--- src/rtl/yctrl_pkg.sv ---
// Shared encodings for the multicycle control FSM: states, opcode classes,
// ALU ops, PC-select and error codes.
package yctrl_pkg;

  typedef enum logic [2:0] {
    ST_IDLE   = 3'd0,
    ST_FETCH  = 3'd1,
    ST_DECODE = 3'd2,
    ST_EXEC   = 3'd3,
    ST_MEM    = 3'd4,
    ST_WB     = 3'd5,
    ST_HALT   = 3'd6
  } state_e;

  typedef enum logic [2:0] {
    CLS_R   = 3'd0,
    CLS_I   = 3'd1,
    CLS_LD  = 3'd2,
    CLS_ST  = 3'd3,
    CLS_BR  = 3'd4,
    CLS_JAL = 3'd5
  } cls_e;

  localparam logic [6:0] OPC_R   = 7'h33;
  localparam logic [6:0] OPC_I   = 7'h13;
  localparam logic [6:0] OPC_LD  = 7'h03;
  localparam logic [6:0] OPC_ST  = 7'h23;
  localparam logic [6:0] OPC_BR  = 7'h63;
  localparam logic [6:0] OPC_JAL = 7'h6F;
  localparam logic [31:0] IR_ECALL = 32'h0000_0073;

  localparam logic [2:0] ALU_ADD = 3'b010;
  localparam logic [2:0] ALU_SUB = 3'b110;
  localparam logic [2:0] ALU_AND = 3'b000;
  localparam logic [2:0] ALU_OR  = 3'b001;
  localparam logic [2:0] ALU_SLT = 3'b111;

  localparam logic [1:0] PC_SEQ = 2'b00;
  localparam logic [1:0] PC_BR  = 2'b01;
  localparam logic [1:0] PC_JT  = 2'b10;

  localparam logic [1:0] ERR_NONE = 2'b00;
  localparam logic [1:0] ERR_ILL  = 2'b01;
  localparam logic [1:0] ERR_TMO  = 2'b10;

endpackage

--- src/rtl/yctrl_decode.sv ---
// Combinational instruction classifier: opcode/funct3/funct7 -> class, ALU op,
// illegal flag, and the ecall halt request.
module yctrl_decode
  import yctrl_pkg::*;
(
  input  logic [31:0] ir,
  output cls_e        cls,
  output logic [2:0]  alu_op,
  output logic        illegal,
  output logic        sys_halt
);

  always_comb begin
    cls      = CLS_I;
    alu_op   = ALU_ADD;
    illegal  = 1'b0;
    sys_halt = (ir == IR_ECALL);
    case (ir[6:0])
      OPC_R: begin
        cls = CLS_R;
        case ({ir[31:25], ir[14:12]})
          10'b0000000_000: alu_op = ALU_ADD;
          10'b0100000_000: alu_op = ALU_SUB;
          10'b0000000_111: alu_op = ALU_AND;
          10'b0000000_110: alu_op = ALU_OR;
          10'b0000000_010: alu_op = ALU_SLT;
          default:         illegal = 1'b1;
        endcase
      end
      OPC_I:   cls = CLS_I;
      OPC_LD:  cls = CLS_LD;
      OPC_ST:  cls = CLS_ST;
      OPC_BR: begin
        cls    = CLS_BR;
        alu_op = ALU_SUB;
      end
      OPC_JAL: cls = CLS_JAL;
      default: illegal = !sys_halt;
    endcase
  end

endmodule

--- src/rtl/yctrl_multicycle.sv ---
// Multicycle control FSM: FETCH/DECODE/EXEC/[MEM]/[WB] per instruction, with
// dm_ready handshake, MEM watchdog, illegal-opcode trap and retire-count halt.
module yctrl_multicycle
  import yctrl_pkg::*;
#(
  parameter int MAX_INSTR   = 11,
  parameter int CNT_W       = 16,
  parameter int MEM_TIMEOUT = 15
) (
  input  logic             clk,
  input  logic             rst,
  input  logic             start,
  input  logic [31:0]      ins,
  input  logic             zero,
  input  logic             dm_ready,
  output logic             ir_write,
  output logic             RegWrite,
  output logic             ALUSrc,
  output logic [2:0]       op,
  output logic             MemRead,
  output logic             MemWrite,
  output logic             Mem2Reg,
  output logic             pc_write,
  output logic [1:0]       pc_sel,
  output logic             busy,
  output logic             halted,
  output logic [1:0]       err,
  output logic [CNT_W-1:0] instr_count
);

  localparam int WD_W = $clog2(MEM_TIMEOUT + 1);

  state_e           state_q, state_d;
  cls_e             cls_q, cls_d;
  logic [2:0]       alu_op_q, alu_op_d;
  logic [31:0]      ir_q, ir_d;
  logic [1:0]       err_q, err_d;
  logic [WD_W-1:0]  wd_q, wd_d;
  logic [CNT_W-1:0] cnt_q, cnt_d;
  logic             retire;

  cls_e       dec_cls;
  logic [2:0] dec_op;
  logic       dec_illegal;
  logic       dec_halt;

  yctrl_decode u_decode (
    .ir       (ir_q),
    .cls      (dec_cls),
    .alu_op   (dec_op),
    .illegal  (dec_illegal),
    .sys_halt (dec_halt)
  );

  always_ff @(posedge clk or posedge rst) begin
    if (rst) begin
      state_q  <= ST_IDLE;
      cls_q    <= CLS_I;
      alu_op_q <= ALU_ADD;
      ir_q     <= '0;
      err_q    <= ERR_NONE;
      wd_q     <= '0;
      cnt_q    <= '0;
    end else begin
      state_q  <= state_d;
      cls_q    <= cls_d;
      alu_op_q <= alu_op_d;
      ir_q     <= ir_d;
      err_q    <= err_d;
      wd_q     <= wd_d;
      cnt_q    <= cnt_d;
    end
  end

  always_comb begin
    state_d  = state_q;
    cls_d    = cls_q;
    alu_op_d = alu_op_q;
    ir_d     = ir_q;
    err_d    = err_q;
    wd_d     = '0;
    cnt_d    = cnt_q;
    retire   = 1'b0;
    case (state_q)
      ST_IDLE:  if (start) state_d = ST_FETCH;
      ST_FETCH: begin
        ir_d    = ins;
        state_d = ST_DECODE;
      end
      ST_DECODE: begin
        cls_d    = dec_cls;
        alu_op_d = dec_op;
        if (dec_halt) begin
          state_d = ST_HALT;
        end else if (dec_illegal) begin
          state_d = ST_HALT;
          err_d   = ERR_ILL;
        end else begin
          state_d = ST_EXEC;
        end
      end
      ST_EXEC: begin
        case (cls_q)
          CLS_LD, CLS_ST: state_d = ST_MEM;
          CLS_BR:         retire  = 1'b1;
          default:        state_d = ST_WB;
        endcase
      end
      ST_MEM: begin
        // A ready arriving on the last allowed cycle still wins over the watchdog.
        if (dm_ready) begin
          if (cls_q == CLS_LD) state_d = ST_WB;
          else                 retire  = 1'b1;
        end else if (wd_q == WD_W'(MEM_TIMEOUT - 1)) begin
          state_d = ST_HALT;
          err_d   = ERR_TMO;
        end else begin
          wd_d = wd_q + 1'b1;
        end
      end
      ST_WB:   retire = 1'b1;
      default: state_d = ST_HALT;
    endcase
    if (retire) begin
      cnt_d   = cnt_q + 1'b1;
      state_d = (MAX_INSTR != 0 && cnt_d == CNT_W'(MAX_INSTR)) ? ST_HALT : ST_FETCH;
    end
  end

  always_comb begin
    ir_write = 1'b0;
    RegWrite = 1'b0;
    ALUSrc   = 1'b0;
    op       = ALU_ADD;
    MemRead  = 1'b0;
    MemWrite = 1'b0;
    Mem2Reg  = 1'b0;
    pc_write = 1'b0;
    pc_sel   = PC_SEQ;
    case (state_q)
      ST_FETCH: ir_write = 1'b1;
      ST_EXEC: begin
        op     = alu_op_q;
        ALUSrc = (cls_q == CLS_I || cls_q == CLS_LD || cls_q == CLS_ST);
        if (cls_q == CLS_BR) begin
          pc_write = 1'b1;
          pc_sel   = zero ? PC_BR : PC_SEQ;
        end
        if (cls_q == CLS_JAL) pc_sel = PC_JT;
      end
      ST_MEM: begin
        ALUSrc   = 1'b1;
        op       = alu_op_q;
        MemRead  = (cls_q == CLS_LD);
        MemWrite = (cls_q == CLS_ST);
        pc_write = (cls_q == CLS_ST) && dm_ready;
      end
      ST_WB: begin
        // ALU controls stay put so the writeback value z remains stable.
        op       = alu_op_q;
        ALUSrc   = (cls_q == CLS_I || cls_q == CLS_LD);
        RegWrite = 1'b1;
        Mem2Reg  = (cls_q == CLS_LD);
        pc_write = 1'b1;
        pc_sel   = (cls_q == CLS_JAL) ? PC_JT : PC_SEQ;
      end
      default: ;
    endcase
  end

  assign busy        = (state_q != ST_IDLE) && (state_q != ST_HALT);
  assign halted      = (state_q == ST_HALT);
  assign err         = err_q;
  assign instr_count = cnt_q;

endmodule
--- config.mk ---
export PLATFORM = sky130hd
export DESIGN_NAME = yctrl_multicycle
export DESIGN_NICKNAME = d
export VERILOG_FILES = /design/src/rtl/yctrl_pkg.sv /design/src/rtl/yctrl_decode.sv /design/src/rtl/yctrl_multicycle.sv
export SDC_FILE = /design/constraint.sdc
export NUM_CORES = 1
export LEC_CHECK = 0
export CAP_MARGIN = 15
export CORE_UTILIZATION = 51
export DETAILED_ROUTE_END_ITERATION = 6
export GPL_ROUTABILITY_DRIVEN = 0
export HOLD_SLACK_MARGIN = 0.15
export PLACE_DENSITY = 0.84
export SLEW_MARGIN = 5
export SYNTH_ARGS = -nofsm -noshare
export SYNTH_HDL_FRONTEND = slang
export SYNTH_SLANG_ARGS = --single-unit
export TNS_END_PERCENT = 5
--- constraint.sdc ---
create_clock -name clk -period 2.27 [get_ports clk]
set_input_delay 0.454 -clock clk [delete_from_list [all_inputs] [get_ports clk]]
set_output_delay 0.454 -clock clk [all_outputs]
set_load 0.01 [all_outputs]
==> parameters.txt <==
Parameter                              Value

Global route
  Global routing usage on met2 ... 38.18%
  Global Route Usage Sum ... between 20% and 30%
  Met1 usage in global routing ... 30.53%
  First-pass GRT wire length ... about 12000 um
  Initial antenna violation count ... 0
  Vias in the first global route ... 2616
  Sum of overflow across all layers after global routing ... 0
  Met3 usage ... 8.000%
  Pin count of the biggest net entering global routing ... 40
  Most utilized layer in the global route result ... met2

Yosys
  Number of unique standard cell types used by synthesis ... 62
  Post-synth EDFFs ... 0
  Most frequent cells after synthesis ... 61 x dfrtp_1, 30 x mux2_2, 29 x nor2_1
  Post-Syn Area ... 0.003267 mm^2
  Cell types occupying the most area after synthesis ... dfrtp_1 47%, mux2_2 10%, nor2_1 3.3%
  Mapped Nets ... 345
  Top_reg_cell synth ... dfrtp_1
  Share of flip-flops with an asynchronous set or reset after synthesis ... 100.0%
  Largest area contributor in the netlist ... dfrtp_1
  Count of state elements after synthesis ... 63
  Number of warnings issued by yosys ... 0
  Count leader, synth ... dfrtp_1
  Sequential fraction of the synthesis area ... approximately half
  Mean instance size in the synthesized netlist ... 10.75 um^2
  Instance count of the mapped netlist ... 304
  Top-area cell type share of the netlist area ... 46.73%

Worst setup path
  Endpoint of the lowest-slack register-to-register path ... state_q[1]
  Required time of the worst setup path ... 1.82 ns
  Data arrival, critical path ... 1.79 ns
  Top fanout value on the critical path ... 9
  Dominant delay contributor by cell family on the critical path ... buffers and inverters
  Setup CP Type ... register to primary output
  Origin of the worst setup path ... state_q[1]
  Source of the worst register-to-register timing path ... instr_count[1]
  Logic depth of the worst register-to-register path ... 6
  Worst reg2reg setup slack ... 0.23 ns
  Crit path capture type ... primary output
  Number of buffers and inverters on the critical path ... 2
  Critical Path Stages ... 4
  Startpoint Class ... register
  CP endpoint ... pc_sel[0]
  Worst path max stage delay ... 0.53 ns
  Worst path cell trace ... buf_4 -> and3b_1 -> and3_1 -> clkdlybuf4s50_1
  Highest-delay cell along the critical path ... clkdlybuf4s50_1

Floorplan
  Horizontal die dimension ... approximately 80 um
  Vertical extent of the die ... 82.04 um
  Initial core utilization ... 53.90%
  Std-Cell Core Area ... between 0.006 and 0.007 mm^2
  Area of the die ... approximately 0.0067 mm^2
  Site row count ... 28
  I/O pin count ... 69

Final layout
  Ant. Diodes ... 0
  Number of inserted filler cells in the final layout ... 462
  Fin nets ... 425
  Area overhead of the layout relative to synthesis ... 32.78%
  Final cell count without fillers ... 463
  Fraction of final layout cells with drive strength greater than 1 ... 22.16%

Timing
  Ratio of final minimum period to clock period ... 99.03%
  Actual slew at the worst max-slew pin ... 0.4418 ns
  Final setup fails ... 0
  Maximum frequency from static timing analysis ... 444.9 MHz
  Setup repair after global routing missed its margin ... yes
  Worst clock skew on the final layout ... 0.005414 ns
  Period minus WS final ... 2.248 ns
  Worst rel slew slack ... 70.32%
  Final max-slew violation count ... 0
  Post-Route Hold Slack ... 0.4715 ns
  Fin. Hold Viols ... 0

Detailed routing
  Routed via count ... 2652
  Per-cell via count in the routed design ... 5.728
  DRC violations left ... 0
  Total Routed Length ... 7128 um
  Antenna Violating Nets Remaining ... 0
  Initial detailed-routing violation count ... 132
  First-pass iteration count of the detailed router ... 5
  Routed length per instance ... 15.40 um

Min path
  Class of the tightest hold or removal check ... primary input to asynchronous set/reset pin

Pwr
  Sw Ratio ... 30.26%
  Ratio of total power to cell area ... roughly 830 mW/mm^2
  Portion of total power attributed to the clock network ... 26.9%
  Worst vdd ir ... 0.0007174 V
  Leakage power summed over all cells ... 0.001979 uW
  Share of total power in sequential cells ... 49.6%
  Combinational Power Share ... 23.5%
  Power Internal ... 2515 uW
  Switching power summed over all nets ... 1091 uW

Clock tree
  Number of buffers between clock root and the deepest sink ... 2
  CTS hold repair buffers ... 0
  CTS buffer count ... 9
  Clock root buffer ... clkbuf_8
  Count of H-tree levels built during CTS ... 3
  Clock tree from TritonCTS ... yes
  Clk Latency, worst-skew pair ... 0.34 ns
  Register clock-pin slew on the reported worst setup and hold paths ... ~0.070 ns
  Sinks on Clock Net ... 63

Placement
  Post-Place Cells ... 447
  Detailed placer's ending HPWL ... 5230 um
  Port buffer count ... between 60 and 70

Run
  MaxCap Viol Count ... 0

Outcome
  Run status ... finished clean
## cells by family after synthesis
group / Yosys count / share of synthesized area [%]
fa+ha+maj: 4 / 1.532
buf+inv: 23 / 3.064
compound gates: 43 / 9.766
simple gates: 120 / 21.33
xor+xnor: 21 / 5.630
flops: 63 / 48.33
mux: 30 / 10.34
## state kept, by name, summed over array words and instances, names as in the netlist
signal	count
alu_op_q	3
cls_q	3
err	2
instr_count	16
ir_q	32
state_q	3
wd_q	4
## through the flow
step	cell area, um^2	utilization, %	power (uW)	worst slack, ns	setup TNS (ns)
2_1_floorplan	3267	-	2298	0.2496	0
3_3_place_gp	4119	67.96	2581	0.1382	0
3_5_place_dp	4119	67.96	2651	0.1237	0
4_1_cts	4320	71.28	3634	-0.1040	-0.1486
5_1_grt	4338	71.57	3840	-0.05743	-0.05743
6_report	4338	71.57	3606	0.02210	0
## repair_timing
item	4_1_cts	5_1_grt
setup endpoints to repair	11	5
setup buffers	0	1
gates resized for setup	13	7
pin swaps	0	1
gates cloned	0	0
## how the worst min path moves through the flow
stage                start         endpoint
2_1_floorplan  alu_op_q[0]      alu_op_q[0]
3_3_place_gp   alu_op_q[0]      alu_op_q[0]
3_5_place_dp   alu_op_q[2]      alu_op_q[2]
4_1_cts                rst         ir_q[20]
5_1_grt                rst         ir_q[31]
6_report               rst  instr_count[12]
## worst reg2reg max path, stage by stage (launching register included)
cell and delay, ns:
dfrtp_1 0.48, ha_1 0.31, nand2_1 0.19, o31ai_1 0.29
a31oi_1 0.13, nor4_2 0.41, o21a_1 0.19
## power by group through the flow
stage / Clock, uW / Combinational, uW / Sequential [uW]
2_1_floorplan: 0 / 585 / 1710
3_3_place_gp: 0 / 809 / 1770
3_5_place_dp: 0 / 851 / 1800
4_1_cts: 993 / 858 / 1780
5_1_grt: 1040 / 951 / 1850
6_report: 969 / 849 / 1790
## placed cells by master (no fill, tap or decap), drive strengths merged, types with 3 or more instances in the layout
cell	count
a21oi	7
nor2	29
clkdlybuf4s50	56
xor2	10
a31oi	3
dlymetal6s2s	3
o21ai	10
mux2	30
xnor2	11
nand2	24
nand4	10
nor4b	3
or2	3
nor3	8
ha	4
a21o	3
nor3b	3
nand2b	4
dlygate4sd2	8
nand3	9
and2	3
inv	10
buf	14
clkinv	3
dfrtp	61
o22ai	4
clkbuf	12
nor4	11
## final cells by class
cell class                      instances  area, um^2  area share [%]
Clock inverter                          4       45.04           1.038
Inverter                               10       37.54          0.8653
Multi-Input combinational cell        218        1613           37.18
Sequential cell                        63        1582           36.46
Clock buffer                           11       151.4           3.490
Timing Repair Buffer                   82       815.8           18.81
Tap cell                               75       93.84           2.163
## routing by layer
layer / part of all wire, % / wire length [um]
met1: 42 / 2997
met2: 48 / 3452
met3: 7.4 / 529
met4: 2.1 / 148
met5: 0 / 0
Note: power is estimated with default switching activity, not from simulation.
